`src/rtl/mem_wb_stage_if.sv`:
```
// Bundle between the MEM stage, the MEM/WB stage and the register-file write port.
// The master drives MEM results and pipeline control. The slave is the stage and returns the WB values.
interface mem_wb_stage_if;
    logic        stall;
    logic        flush;
    logic        mem_valid;
    logic        mem_RegWrite;
    logic [4:0]  mem_regW;
    logic [1:0]  mem_WBSel;
    logic [2:0]  mem_LoadType;
    logic [1:0]  mem_ByteOff;
    logic [31:0] mem_alu;
    logic [31:0] mem_rdata;
    logic [31:0] mem_pc;
    logic [4:0]  regW;
    logic [31:0] Wdat;
    logic        RegWrite;
    logic        wb_valid;
    logic [31:0] instret;

    modport master (
        output stall, flush, mem_valid, mem_RegWrite, mem_regW, mem_WBSel,
               mem_LoadType, mem_ByteOff, mem_alu, mem_rdata, mem_pc,
        input  regW, Wdat, RegWrite, wb_valid, instret
    );

    modport slave (
        input  stall, flush, mem_valid, mem_RegWrite, mem_regW, mem_WBSel,
               mem_LoadType, mem_ByteOff, mem_alu, mem_rdata, mem_pc,
        output regW, Wdat, RegWrite, wb_valid, instret
    );
endinterface

```
`src/rtl/mem_wb_stage.sv`:
```
// MEM/WB pipeline register with load extraction/extension, link-address generation
// and a retired-instruction counter. It feeds the register-file write port.
module mem_wb_stage #(
    parameter logic [31:0] LINK_OFFSET = 32'd8
) (
    input  logic           clk,
    input  logic           rst,
    mem_wb_stage_if.slave  wb
);

    localparam logic [1:0] WB_ALU  = 2'b00;
    localparam logic [1:0] WB_LOAD = 2'b01;
    localparam logic [1:0] WB_LINK = 2'b10;

    localparam logic [2:0] LT_LW  = 3'b000;
    localparam logic [2:0] LT_LH  = 3'b001;
    localparam logic [2:0] LT_LHU = 3'b010;
    localparam logic [2:0] LT_LB  = 3'b011;
    localparam logic [2:0] LT_LBU = 3'b100;

    logic        valid_r;
    logic        regwrite_r;
    logic [4:0]  regw_r;
    logic [1:0]  wbsel_r;
    logic [2:0]  loadtype_r;
    logic [1:0]  byteoff_r;
    logic [31:0] alu_r;
    logic [31:0] rdata_r;
    logic [31:0] pc_r;
    logic [31:0] instret_r;

    logic [31:0] wdat_s;
    logic        regwrite_s;

    // Little-endian lane select. A halfword ignores ByteOff[0], so a misaligned halfword reads the aligned lane.
    function automatic logic [31:0] format_load(
        input logic [2:0]  load_type,
        input logic [1:0]  byte_off,
        input logic [31:0] rdata
    );
        logic [15:0] half_v;
        logic [7:0]  byte_v;
        logic [31:0] res_v;
        half_v = byte_off[1] ? rdata[31:16] : rdata[15:0];
        case (byte_off)
            2'd0:    byte_v = rdata[7:0];
            2'd1:    byte_v = rdata[15:8];
            2'd2:    byte_v = rdata[23:16];
            2'd3:    byte_v = rdata[31:24];
            default: byte_v = rdata[7:0];
        endcase
        case (load_type)
            LT_LW:   res_v = rdata;
            LT_LH:   res_v = {{16{half_v[15]}}, half_v};
            LT_LHU:  res_v = {16'h0000, half_v};
            LT_LB:   res_v = {{24{byte_v[7]}}, byte_v};
            LT_LBU:  res_v = {24'h000000, byte_v};
            default: res_v = rdata;
        endcase
        return res_v;
    endfunction

    // WB entry register. Flush has priority over stall, and stall has priority over capture.
    always_ff @(posedge clk or negedge rst) begin
        if (!rst) begin
            valid_r    <= 1'b0;
            regwrite_r <= 1'b0;
            regw_r     <= 5'd0;
            wbsel_r    <= 2'b00;
            loadtype_r <= 3'b000;
            byteoff_r  <= 2'b00;
            alu_r      <= 32'h0000_0000;
            rdata_r    <= 32'h0000_0000;
            pc_r       <= 32'h0000_0000;
        end else if (wb.flush) begin
            valid_r    <= 1'b0;
            regwrite_r <= 1'b0;
        end else if (!wb.stall) begin
            valid_r    <= wb.mem_valid;
            regwrite_r <= wb.mem_RegWrite;
            regw_r     <= wb.mem_regW;
            wbsel_r    <= wb.mem_WBSel;
            loadtype_r <= wb.mem_LoadType;
            byteoff_r  <= wb.mem_ByteOff;
            alu_r      <= wb.mem_alu;
            rdata_r    <= wb.mem_rdata;
            pc_r       <= wb.mem_pc;
        end else begin
            valid_r    <= valid_r;
            regwrite_r <= regwrite_r;
        end
    end

    // Retired-instruction counter. It counts only real instructions that are captured, and it wraps modulo 2^32.
    always_ff @(posedge clk or negedge rst) begin
        if (!rst) begin
            instret_r <= 32'h0000_0000;
        end else if (!wb.flush && !wb.stall && wb.mem_valid) begin
            instret_r <= instret_r + 32'd1;
        end else begin
            instret_r <= instret_r;
        end
    end

    // Write-back data selection from the stored fields.
    always_comb begin
        wdat_s = alu_r;
        case (wbsel_r)
            WB_ALU:  wdat_s = alu_r;
            WB_LOAD: wdat_s = format_load(loadtype_r, byteoff_r, rdata_r);
            WB_LINK: wdat_s = pc_r + LINK_OFFSET;
            default: wdat_s = alu_r;
        endcase
    end

    // r0 is hardwired, so a write to it is never issued.
    always_comb begin
        regwrite_s = valid_r & regwrite_r & (regw_r != 5'd0);
    end

    assign wb.regW     = regw_r;
    assign wb.Wdat     = wdat_s;
    assign wb.RegWrite = regwrite_s;
    assign wb.wb_valid = valid_r;
    assign wb.instret  = instret_r;

endmodule
```
`src/flat_wrapper.sv`:
```
// flat-port wrapper written by rule: the top's interface ports become plain ports
module mem_wb_stage_flat 
#(
    parameter logic [31:0] LINK_OFFSET = 32'd8
)
  (clk, rst, wb_stall, wb_flush, wb_mem_valid, wb_mem_RegWrite, wb_mem_regW, wb_mem_WBSel, wb_mem_LoadType, wb_mem_ByteOff, wb_mem_alu, wb_mem_rdata, wb_mem_pc, wb_regW, wb_Wdat, wb_RegWrite, wb_wb_valid, wb_instret);
  mem_wb_stage_if wb_i ();
  input  logic clk;
  input  logic rst;
  input wire logic [$bits(wb_i.stall)-1:0] wb_stall;
  input wire logic [$bits(wb_i.flush)-1:0] wb_flush;
  input wire logic [$bits(wb_i.mem_valid)-1:0] wb_mem_valid;
  input wire logic [$bits(wb_i.mem_RegWrite)-1:0] wb_mem_RegWrite;
  input wire logic [$bits(wb_i.mem_regW)-1:0] wb_mem_regW;
  input wire logic [$bits(wb_i.mem_WBSel)-1:0] wb_mem_WBSel;
  input wire logic [$bits(wb_i.mem_LoadType)-1:0] wb_mem_LoadType;
  input wire logic [$bits(wb_i.mem_ByteOff)-1:0] wb_mem_ByteOff;
  input wire logic [$bits(wb_i.mem_alu)-1:0] wb_mem_alu;
  input wire logic [$bits(wb_i.mem_rdata)-1:0] wb_mem_rdata;
  input wire logic [$bits(wb_i.mem_pc)-1:0] wb_mem_pc;
  output wire logic [$bits(wb_i.regW)-1:0] wb_regW;
  output wire logic [$bits(wb_i.Wdat)-1:0] wb_Wdat;
  output wire logic [$bits(wb_i.RegWrite)-1:0] wb_RegWrite;
  output wire logic [$bits(wb_i.wb_valid)-1:0] wb_wb_valid;
  output wire logic [$bits(wb_i.instret)-1:0] wb_instret;
  assign wb_i.stall = wb_stall;
  assign wb_i.flush = wb_flush;
  assign wb_i.mem_valid = wb_mem_valid;
  assign wb_i.mem_RegWrite = wb_mem_RegWrite;
  assign wb_i.mem_regW = wb_mem_regW;
  assign wb_i.mem_WBSel = wb_mem_WBSel;
  assign wb_i.mem_LoadType = wb_mem_LoadType;
  assign wb_i.mem_ByteOff = wb_mem_ByteOff;
  assign wb_i.mem_alu = wb_mem_alu;
  assign wb_i.mem_rdata = wb_mem_rdata;
  assign wb_i.mem_pc = wb_mem_pc;
  assign wb_regW = wb_i.regW;
  assign wb_Wdat = wb_i.Wdat;
  assign wb_RegWrite = wb_i.RegWrite;
  assign wb_wb_valid = wb_i.wb_valid;
  assign wb_instret = wb_i.instret;
  mem_wb_stage #(.LINK_OFFSET(LINK_OFFSET)) u_core (.clk(clk), .rst(rst), .wb(wb_i));
endmodule
```
`config.mk`:
```
export PLATFORM = sky130hd
export DESIGN_NAME = mem_wb_stage_flat
export DESIGN_NICKNAME = d
export VERILOG_FILES = /design/src/rtl/mem_wb_stage_if.sv /design/src/rtl/mem_wb_stage.sv /design/src/flat_wrapper.sv
export SDC_FILE = /design/constraint.sdc
export NUM_CORES = 1
export LEC_CHECK = 0
export CAP_MARGIN = 20
export CORE_MARGIN = 2
export CORE_UTILIZATION = 45
export DETAILED_ROUTE_END_ITERATION = 8
export PLACE_DENSITY = 0.76
export SETUP_SLACK_MARGIN = 0.1
export SLEW_MARGIN = 10
export SYNTH_ARGS = -nofsm -noshare
export SYNTH_HDL_FRONTEND = slang
export SYNTH_SLANG_ARGS = --single-unit
```
`constraint.sdc`:
```
create_clock -name clk -period 2.5 [get_ports clk]
set_clock_uncertainty 0.15 [all_clocks]
set_input_delay 0.5 -clock clk [delete_from_list [all_inputs] [get_ports clk]]
set_output_delay 0.5 -clock clk [all_outputs]
set_load 0.02 [all_outputs]
```
; ---- Word level (Yosys, flattened, before mapping)
; Index checks and enable logic that the tools add are counted.
[totals]
ff_bits = 142
in_bits = 114
out_inout_bits = 71
wordCells = 41
[op_classes]
add_sub_neg = 2
n_eq_ne = 10
n_mux = 8
bitwise_logic = 4
n_reduce_logical = 7
[ops]
columns = cell, count
row1 = $pmux 32 s4, 1
row2 = $pmux 32 s2, 1
row3 = $add 32x1->32 const B, 1
row4 = $add 32x4->32 const B, 1
row5 = $pmux 8 s4, 1
row6 = $mux 16, 1
row7 = $eq 2x2->1 const B, 3
row8 = $eq 3x2->1 const B, 2
row9 = $reduce_bool 5->1, 1
row10 = $eq 2x1->1 const B, 2
row11 = $mux 1, 4
row12 = $eq 3x1->1 const B, 1
row13 = $eq 3x3->1 const B, 1
row14 = $and 1x1->1, 2
row15 = $logic_and 1x1->1, 2
row16 = $logic_not 1->1, 2
row17 = $logic_not 2->1, 1
row18 = $ne 2x1->1 const B, 1
row19 = $not 1->1, 2
row20 = $reduce_and 2->1, 1

; ---- Depth between registers and ports, before layout
; Gate-level depths: netlist of the first run.
[logic_depth]
ltp_word = 4
mapped_depth = 10
ltp_nobuf = 7

; ---- Worst setup path after synthesis of the first run
; Ideal clock, no wire load.
[synth_path]
path_type = register to output
start = register u_core.wbsel_r[1]
end = output port wb_Wdat[16]
arrival_ns = 2.090
t_required_ns = 1.850
path_slack_ns = -0.240
path_stages_with_launch = 11
path_buffers = 3
path_cell_list = dfrtp_1 inv_1 ha_1 clkbuf_1 nand2b_1 clkbuf_1 a21oi_1 and4b_1 nor2_1 buf_2 o221ai_1
[synth_between]
elab_chain_len = 2
word_cells_on_any_way = 3
cone_classes = 2 x eq/ne / 1 x mux
[synth_rtl]
columns = element, line_no
row1 = from (decl), mem_wb_stage.sv:24  ; logic [1:0] wbsel_r;
row2 = from (signal assigned), mem_wb_stage.sv:82  ; wbsel_r <= wb.mem_WBSel;
row3 = $eq 2x2->1 or $eq 2x1->1 (tied branches), mem_wb_stage.sv:108  ; case (wbsel_r)
row4 = $pmux 32 s2 *, mem_wb_stage.sv:108
row5 = to (decl), flat_wrapper.sv:22  ; output wire logic [$bits(wb_i.Wdat)-1:0] wb_Wdat;
; Mark *: on every way between the ends. The rest lies on a longest branch, timed or not.

; ---- Worst setup path in the final report of the first run
[layout_path]
start = register u_core.rdata_r[7]
end = output port wb_Wdat[8]
[layout_between]
elab_chain_len = 3
[layout_rtl]
columns = element, line_no
row1 = from (decl), mem_wb_stage.sv:28  ; logic [31:0] rdata_r;
row2 = from (signal assigned), mem_wb_stage.sv:86  ; rdata_r <= wb.mem_rdata;
row3 = $pmux 8 s4, mem_wb_stage.sv:45  ; case (byte_off)
row4 = $pmux 32 s4, mem_wb_stage.sv:52  ; case (load_type)
row5 = $pmux 32 s2, mem_wb_stage.sv:108
; No other way between the ends.

==> results of run 1 <==
-- how the worst max path moves through the flow --
stage                     cells past startpoint          end                             start
final                                         6   wb_Wdat[8]     u_core.rdata_r[7]$_DFFE_PN0P_
after global routing                          8   wb_Wdat[8]  u_core.loadtype_r[1]$_DFFE_PN0P_
after detailed placement                      7  wb_Wdat[29]     u_core.wbsel_r[1]$_DFFE_PN0P_
after CTS                                     6   wb_Wdat[8]     u_core.rdata_r[7]$_DFFE_PN0P_
after floorplan                               7   wb_Wdat[8]   u_core.byteoff_r[1]$_DFFE_PN0P_
after global placement                        7  wb_Wdat[29]     u_core.wbsel_r[1]$_DFFE_PN0P_
-- layer usage --
metal	track usage (%)	part of all wire [%]	up-vias
met1	35.80	42	3381
li1	-	-	3167
met4	8.423	2.3	0
met2	43.18	48	269
met3	7.318	7.1	46
met5	0	0	-
-- power groups by stage --
stage	sequential (W)	combinational [W]	clock (W)
after floorplan	0.00289	0.00143	0
after global placement	0.00291	0.00279	0
after detailed placement	0.00291	0.00282	0
after CTS	0.00289	0.00301	0.00250
after global routing	0.00294	0.00336	0.00261
final	0.00291	0.00316	0.00248
-- cell usage in the layout (no fill, tap or decap), types with 4 or more instances in the layout --
cell type and count:
buf_6 37, nand2b_1 4, clkbuf_16 18, a221oi_4 6, xor2_1 20, dfrtp_1 139, o21ai_1 11, mux2_1 102
buf_4 130, xnor2_1 30, and4_1 5, nand3_1 29, clkdlybuf4s50_1 150, a21oi_2 9, xor2_2 8, nor2_1 43
a221o_1 8, nand3_4 4, o211ai_1 6, nor3_1 13, o221ai_4 12, inv_1 6, and3_1 5, and2_1 6
nand2_1 54, nand4_1 18, a22oi_1 5, buf_12 6, nor2b_1 7, o21ai_0 9, a21oi_1 18
-- Yosys cell counts (12+ instances only) --
library cell	instances
a21oi_1	28
clkbuf_1	26
dfrtp_1	142
mux2_1	103
nand2_1	57
nand3_1	35
nand4_1	18
nor2_1	48
nor3_1	15
o21ai_1	13
o221ai_1	12
xnor2_1	30
xor2_1	28
-- cell families after synthesis --
| kind of cell | Yosys count | synth area share [%] |
|---|---|---|
| flops | 142 | 47.44 |
| fa+ha+maj | 6 | 0.9356 |
| xor+xnor | 59 | 7.000 |
| compound gates | 116 | 10.69 |
| mux | 107 | 16.19 |
| buf+inv | 47 | 2.706 |
| simple gates | 221 | 15.04 |
-- what timing repair did --
item | in CTS | in global routing
hold buffers | 1 | 0
cloned | 1 | 0
endpoints found under the setup margin | 33 | 32
setup buffers | 7 | 7
pin swaps | 30 | 35
hold endpoints to repair | 48 | 0
resized for setup | 228 | 53
-- worst max-delay path, stage by stage, from the launching register on --
cell,delay (ns)
dfrtp_1,0.42
mux4_2,0.48
and3_4,0.18
a221o_1,0.27
a221oi_2,0.29
a21oi_2,0.06
buf_4,0.16
-- final cells by class --
class,instances,area [sq um],area share (%)
inverters,8,30.03,0.2506
well taps,220,275.3,2.297
repair buffers,327,3059,25.53
clock buffers,18,429.2,3.581
multi-input cells,509,4498,37.53
clock inverters,14,135.1,1.128
flip-flops and latches,142,3557,29.68
-- sequential cells by signal, indices dropped and copies added, names as in the netlist, 2 cells and up --
signal / count
u_core.pc_r: 32
u_core.alu_r: 32
u_core.rdata_r: 32
u_core.wb.instret: 32
u_core.loadtype_r: 3
u_core.wbsel_r: 2
u_core.byteoff_r: 2
u_core.wb.regW: 5
-- through the flow --
step	hold slack [ns]	cells
2_1_floorplan	0.05441	698
6_report	0.3381	1238
3_5_place_dp	0.3250	1192
4_1_cts	0.3391	1233
3_3_place_gp	0.3180	1192
5_1_grt	0.3560	1238
==> metrics.md, run 1 <==
| Metric | Value |
|---|---|
| Diode count | 0 |
| Iter 0 DRT Violations | 533 |
| Via Count | ~6900 |
| Critical Path AT | about 2.3 ns |
| CP startpoint kind | flop |
| Fin crit period | 2.936 ns |
| Ys async rst share | 100.0% |
| Drt first pass iters | 6 |
| Static leakage | between 4 and 5 nW |
| Worst-Skew Late Latency | between 0.4 and 0.5 ns |
| DR vias/cell | around 5.5 |
| Vias in the first global route | about 7000 |
| PortBufs | ~180 |
| Max FO, Critical Path | 3 |
| Max-slew violation count | 0 |
| Post-synth net total | roughly 820 |
| DP Area | roughly 11000 sq um |
| Worst reg2reg setup slack | between 0.5 and 0.6 ns |
| CTS tree | built |
| Sequential area share after synthesis | 47.44% |
| Final instance area | around 12000 sq um |
| Worst-margin pin slew | 0.5308 ns |
| Hpwl dp | roughly 17000 um |
| Synth warn | 0 |
| P_sw | between 0.002 and 0.003 W |
| Slew margin rel. | ~65% |
| Total track usage | 26.96% |
| Final #Nets | 1123 |
| GR Overflow Total | 0 |
| Pre-CTS setup slack | -0.6113 ns |
| Total power | roughly 0.0085 W |
| Core area | 16410 sq um |
| Pwr/cell area | 713.3 nW/um^2 |
| Reg-to-Reg End | u_core.wb.instret[22]$_DFFE_PN0P_ |
| Final Hold Fails | 0 |
| Avg Cell Area, Syn | around 11 sq um |
| Top Ports | about 190 |
| Post-synth top area cell | dfrtp_1 |
| P_int | about 0.0056 W |
| Fmax | ~340 MHz |
| FILL cells | roughly 1100 |
| Max cap viols | 0 |
| Antenna-violating nets left | 0 |
| Sequential power share | between 30 and 40% |
| CTS buffer count | 17 |
| Sw Share | a little over a third |
| Tcrit/Tclk final | 117.5% |
| Worst vdd ir | 587.1 uV |
| Outcome | complete, but fails checks |
| Netlist Area Pre-Place | 7490 sq um |
| Die X | roughly 130 um |
| Final setup fails | 32 |
| Syn Inst Count | between 600 and 700 |
| Final WS setup | -0.4363 ns |
| Area contributors post-synth | dfrtp_1 (47%), mux2_1 (15%), xnor2_1 (3.5%) |
| Clk buf depth | 2 |
| Post-synthesis cell type count | 57 |
| Fraction of final layout cells sized beyond drive strength 1 | a little under a third |
| Main flop type after synthesis | dfrtp_1 |
| CP endpoint kind | output pin |
| Root Driver | clkbuf_16 |
| Routability-driven placement congestion ratio | slightly above 0.9 |
| Hold Startpoint | u_core.alu_r[18]$_DFFE_PN0P_ |
| Post-synth EDFFs | 0 |
| Largest net degree at the start of global routing | 57 |
| WS Path Type | flop to output pin |
| Post-synth top area share | between 40 and 50% |
| Die height | roughly 130 um |
| Die area | about 18000 sq um |
| Initial Util | 45.65% |
| RSZ-0062 raised after global routing | true |
| Layout area overhead | 60.01% |
| Failing checks | setup timing |
| Combinational Power Share | 37.0% |
| First-pass GRT wire length | between 30000 and 40000 um |
| Worst-path clk slew | roughly 0.060 ns |
| Core Util, Final | 73.04% |
| Clock network power share | between 20 and 30% |
| Worst endpoint required time | between 1.5 and 2 ns |
| # DRC | 0 |
| Post-DR wirelength/cell | approximately 19 um |
| H-tree depth | 4 |
| Setup TNS | -10.92 ns |
| Worst Reg-to-Reg Cells | 5 |
| Seq cells post-synth | roughly 140 |
| Row count | between 40 and 50 |
| HP Class | flop to flop |
| WL final | 23800 um |
| Initial antenna violation count | 0 |
| R2R Path Start | u_core.wb.instret[5]$_DFFE_PN0P_ |
| Hold depth | 1 |
| Min-Delay Endpoint | u_core.alu_r[18]$_DFFE_PN0P_ |
| CTS sink cnt | ~140 |
No activity file was read; power rests on OpenSTA's default activity.
==> run 2: changes to the inputs <==
- SKIP_LAST_GASP: not set -> 1
==> run 2 against run 1 <==
  * The run still ends with setup timing left
  * Sequential cell count did not move
  * Non-clock buffer count rose by 3
  * Die area is the same
  * Sequential power barely moved
  * Cell count increased by 0.24%
  * Sequential share of layout area is essentially flat
  * First-iteration DRC count shrank 1.3%
  * Setup slack improved by 0.0089 ns
  * Critical endpoint unchanged
  * Largest cell class unchanged
==> metrics.md, run 2 (synthesis results as in run 1) <==
| Metric | Value |
|---|---|
| Outcome | complete, but fails checks |
| Failing checks | setup timing |
| H-tree depth | 4 (unchanged) |
| Non-Filler Instances | 1241 (+0.24%) |
| First-pass GRT wire length | 36930 um (about the same) |
| Worst-path clk slew | 0.06 ns (about the same) |
| WS Path Type | flop to output pin |
| Pwr/cell area | 713.1 nW/um^2 (about the same) |
| Fmax | 341.6 MHz (+0.30%) |
| Drt first pass iters | 8 (+2) |
| Iter 0 DRT Violations | 526 (-1.3%) |
| Worst-margin pin slew | 0.5249 ns (-0.005832 ns) |
| CTS buffer count | 17 (unchanged) |
| Final Hold Fails | 0 (unchanged) |
| Total track usage | 26.98% (about the same) |
| Tcrit/Tclk final | 117.1% (-0.36 points) |
| Worst vdd ir | 576.3 uV (-1.8%) |
| RSZ-0062 raised after global routing | true |
| Fin crit period | 2.927 ns (-0.008902 ns) |
| CTS sink cnt | 142 (unchanged) |
| Core area | 16410 sq um (unchanged) |
| Final #Nets | 1126 (+0.27%) |
| Die area | 17690 sq um (unchanged) |
| Layout area overhead | 59.74% |
| Via Count | 6864 (+0.015%) |
| P_int | 0.005578 W (about the same) |
| Row count | 47 (unchanged) |
| Fraction of final layout cells sized beyond drive strength 1 | 29.68% (-0.38 points) |
| WL final | 23870 um (+0.28%) |
| Core Util, Final | 72.92% (-0.12 points) |
| Die X | 133.0 um (unchanged) |
| Static leakage | 4.924 nW (about the same) |
| Initial Util | 45.65% (unchanged) |
| CTS tree | built |
| Final WS setup | -0.4274 ns (+0.008902 ns) |
| Sequential power share | 34.1% (about the same) |
| Diode count | 0 (unchanged) |
| GR Overflow Total | 0 (unchanged) |
| Slew margin rel. | 65.00% (+0.39 points) |
| Clock network power share | 28.8% (-0.2 points) |
| Initial antenna violation count | 0 (unchanged) |
| Max-slew violation count | 0 (unchanged) |
| Antenna-violating nets left | 0 (unchanged) |
| Post-DR wirelength/cell | 19.23 um (about the same) |
| Commonest non-fill, non-tap cells in the layout | clkdlybuf4s50_1 (150), dfrtp_1 (139), buf_4 (134), mux2_1 (102), nand2_1 (55) |
| Max FO, Critical Path | 3 (unchanged) |
| Placed Cells | 1192 (unchanged) |
| Commonest non-fill, non-tap cell in the layout | clkdlybuf4s50_1 |
| Top Ports | 185 (unchanged) |
| Sw Share | 34.63% (-0.077 points) |
| CP endpoint kind | output pin |
| Critical Path AT | 2.28 ns (about the same) |
| Worst-Skew Late Latency | 0.42 ns (about the same) |
| Combinational Power Share | 37.1% (about the same) |
| DR vias/cell | 5.531 (-0.23%) |
| DP Area | 10760 sq um (unchanged) |
| Root Driver | clkbuf_16 |
| Max cap viols | 0 (unchanged) |
| Vias in the first global route | 6824 (+0.32%) |
| Clk buf depth | 2 (unchanged) |
| Final instance area | 11960 sq um (-0.17%) |
| Area of the multi-input gates | 4469 sq um (-0.64%) |
| P_sw | 0.002954 W (-0.40%) |
| CP startpoint kind | flop |
| PortBufs | 184 (unchanged) |
| FILL cells | 1131 (+0.35%) |
| # DRC | 0 (unchanged) |
| HP Class | flop to flop |
| Final setup fails | 32 (unchanged) |
| Worst endpoint required time | 1.85 ns (about the same) |
| Die height | 133.0 um (unchanged) |
| Register area | 3557 sq um (unchanged) |
| Hpwl dp | 17410 um (unchanged) |
| Largest net degree at the start of global routing | 57 (unchanged) |
| Routability-driven placement congestion ratio | 0.9163 (unchanged) |
## run 2: stage by stage
| step | setup slack (ns) | total power, W | setup TNS, ns | hold WS [ns] |
|---|---|---|---|---|
| final | -0.4274 | 0.008532 | -11.03 | 0.3338 |
| after floorplan | 0.01347 | 0.004322 | 0 | 0.05441 |
| after CTS | -0.4494 | 0.008384 | -11.34 | 0.3391 |
| after detailed placement | -0.6113 | 0.005730 | -14.25 | 0.3250 |
| after global routing | -0.5223 | 0.008906 | -13.62 | 0.3560 |
| after global placement | -0.5943 | 0.005695 | -13.63 | 0.3180 |
## run 2: layout make-up
type	count	area share (%)
Sequential cell	142	29.73
Tap cell	220	2.301
Timing Repair Buffer	330	25.64
Clock buffer	18	3.587
Multi-Input combinational cell	509	37.36
Clock inverter	14	1.129
Inverter	8	0.2510
## run 2: worst paths after layout
path                                                  startpoint                                end  slack (ns)  cells after the start
worst max-delay path               u_core.rdata_r[7]$_DFFE_PN0P_                         wb_Wdat[8]       -0.43                      6
worst min-delay path                u_core.alu_r[25]$_DFFE_PN0P_       u_core.alu_r[25]$_DFFE_PN0P_        0.33                      1
worst min register to register      u_core.alu_r[25]$_DFFE_PN0P_       u_core.alu_r[25]$_DFFE_PN0P_        0.33                      1
worst max register to register  u_core.wb.instret[5]$_DFFE_PN0P_  u_core.wb.instret[22]$_DFFE_PN0P_        0.53                      5
max in group asynchronous                                    rst       u_core.alu_r[31]$_DFFE_PN0P_        1.10                      3
min in group asynchronous                                    rst        u_core.pc_r[25]$_DFFE_PN0P_        0.44                      2
## run 2: per-layer routing
layer	vias up	wire length (um)	GRT usage, %
met3	43	1504	7.471
li1	3173	-	-
met5	-	0	0
met1	3408	10320	35.70
met2	240	11430	43.12
met4	0	609	8.662
## run 2: critical path, cell delays in order, from the launching register on
cell and delay (ns):
dfrtp_1 0.41, mux4_2 0.48, and3_4 0.18, a221o_1 0.27
a221oi_2 0.29, a21oi_2 0.06, buf_4 0.16
## run 2: power groups by stage
| stage | clock network (W) | logic [W] | registers (W) |
|---|---|---|---|
| 3_5_place_dp | 0 | 0.00282 | 0.00291 |
| 4_1_cts | 0.00250 | 0.00300 | 0.00289 |
| 6_report | 0.00246 | 0.00317 | 0.00291 |
| 2_1_floorplan | 0 | 0.00143 | 0.00289 |
| 5_1_grt | 0.00261 | 0.00336 | 0.00294 |
| 3_3_place_gp | 0 | 0.00279 | 0.00291 |
## run 2: timing repair
| item | 4_1_cts | 5_1_grt |
|---|---|---|
| resized for setup | 219 | 52 |
| hold buffers | 1 | 0 |
| buffers inserted | 7 | 11 |
| pin swaps | 30 | 31 |
| endpoints found under the setup margin | 33 | 32 |
| gates cloned | 1 | 0 |
| hold endpoints to repair | 48 | 0 |
==> run 3: changes to the inputs <==
- CTS_CLUSTER_DIAMETER: not set -> 60
==> results of run 3 <==
Final layout, timing and power as in run 2 (identical DEF).
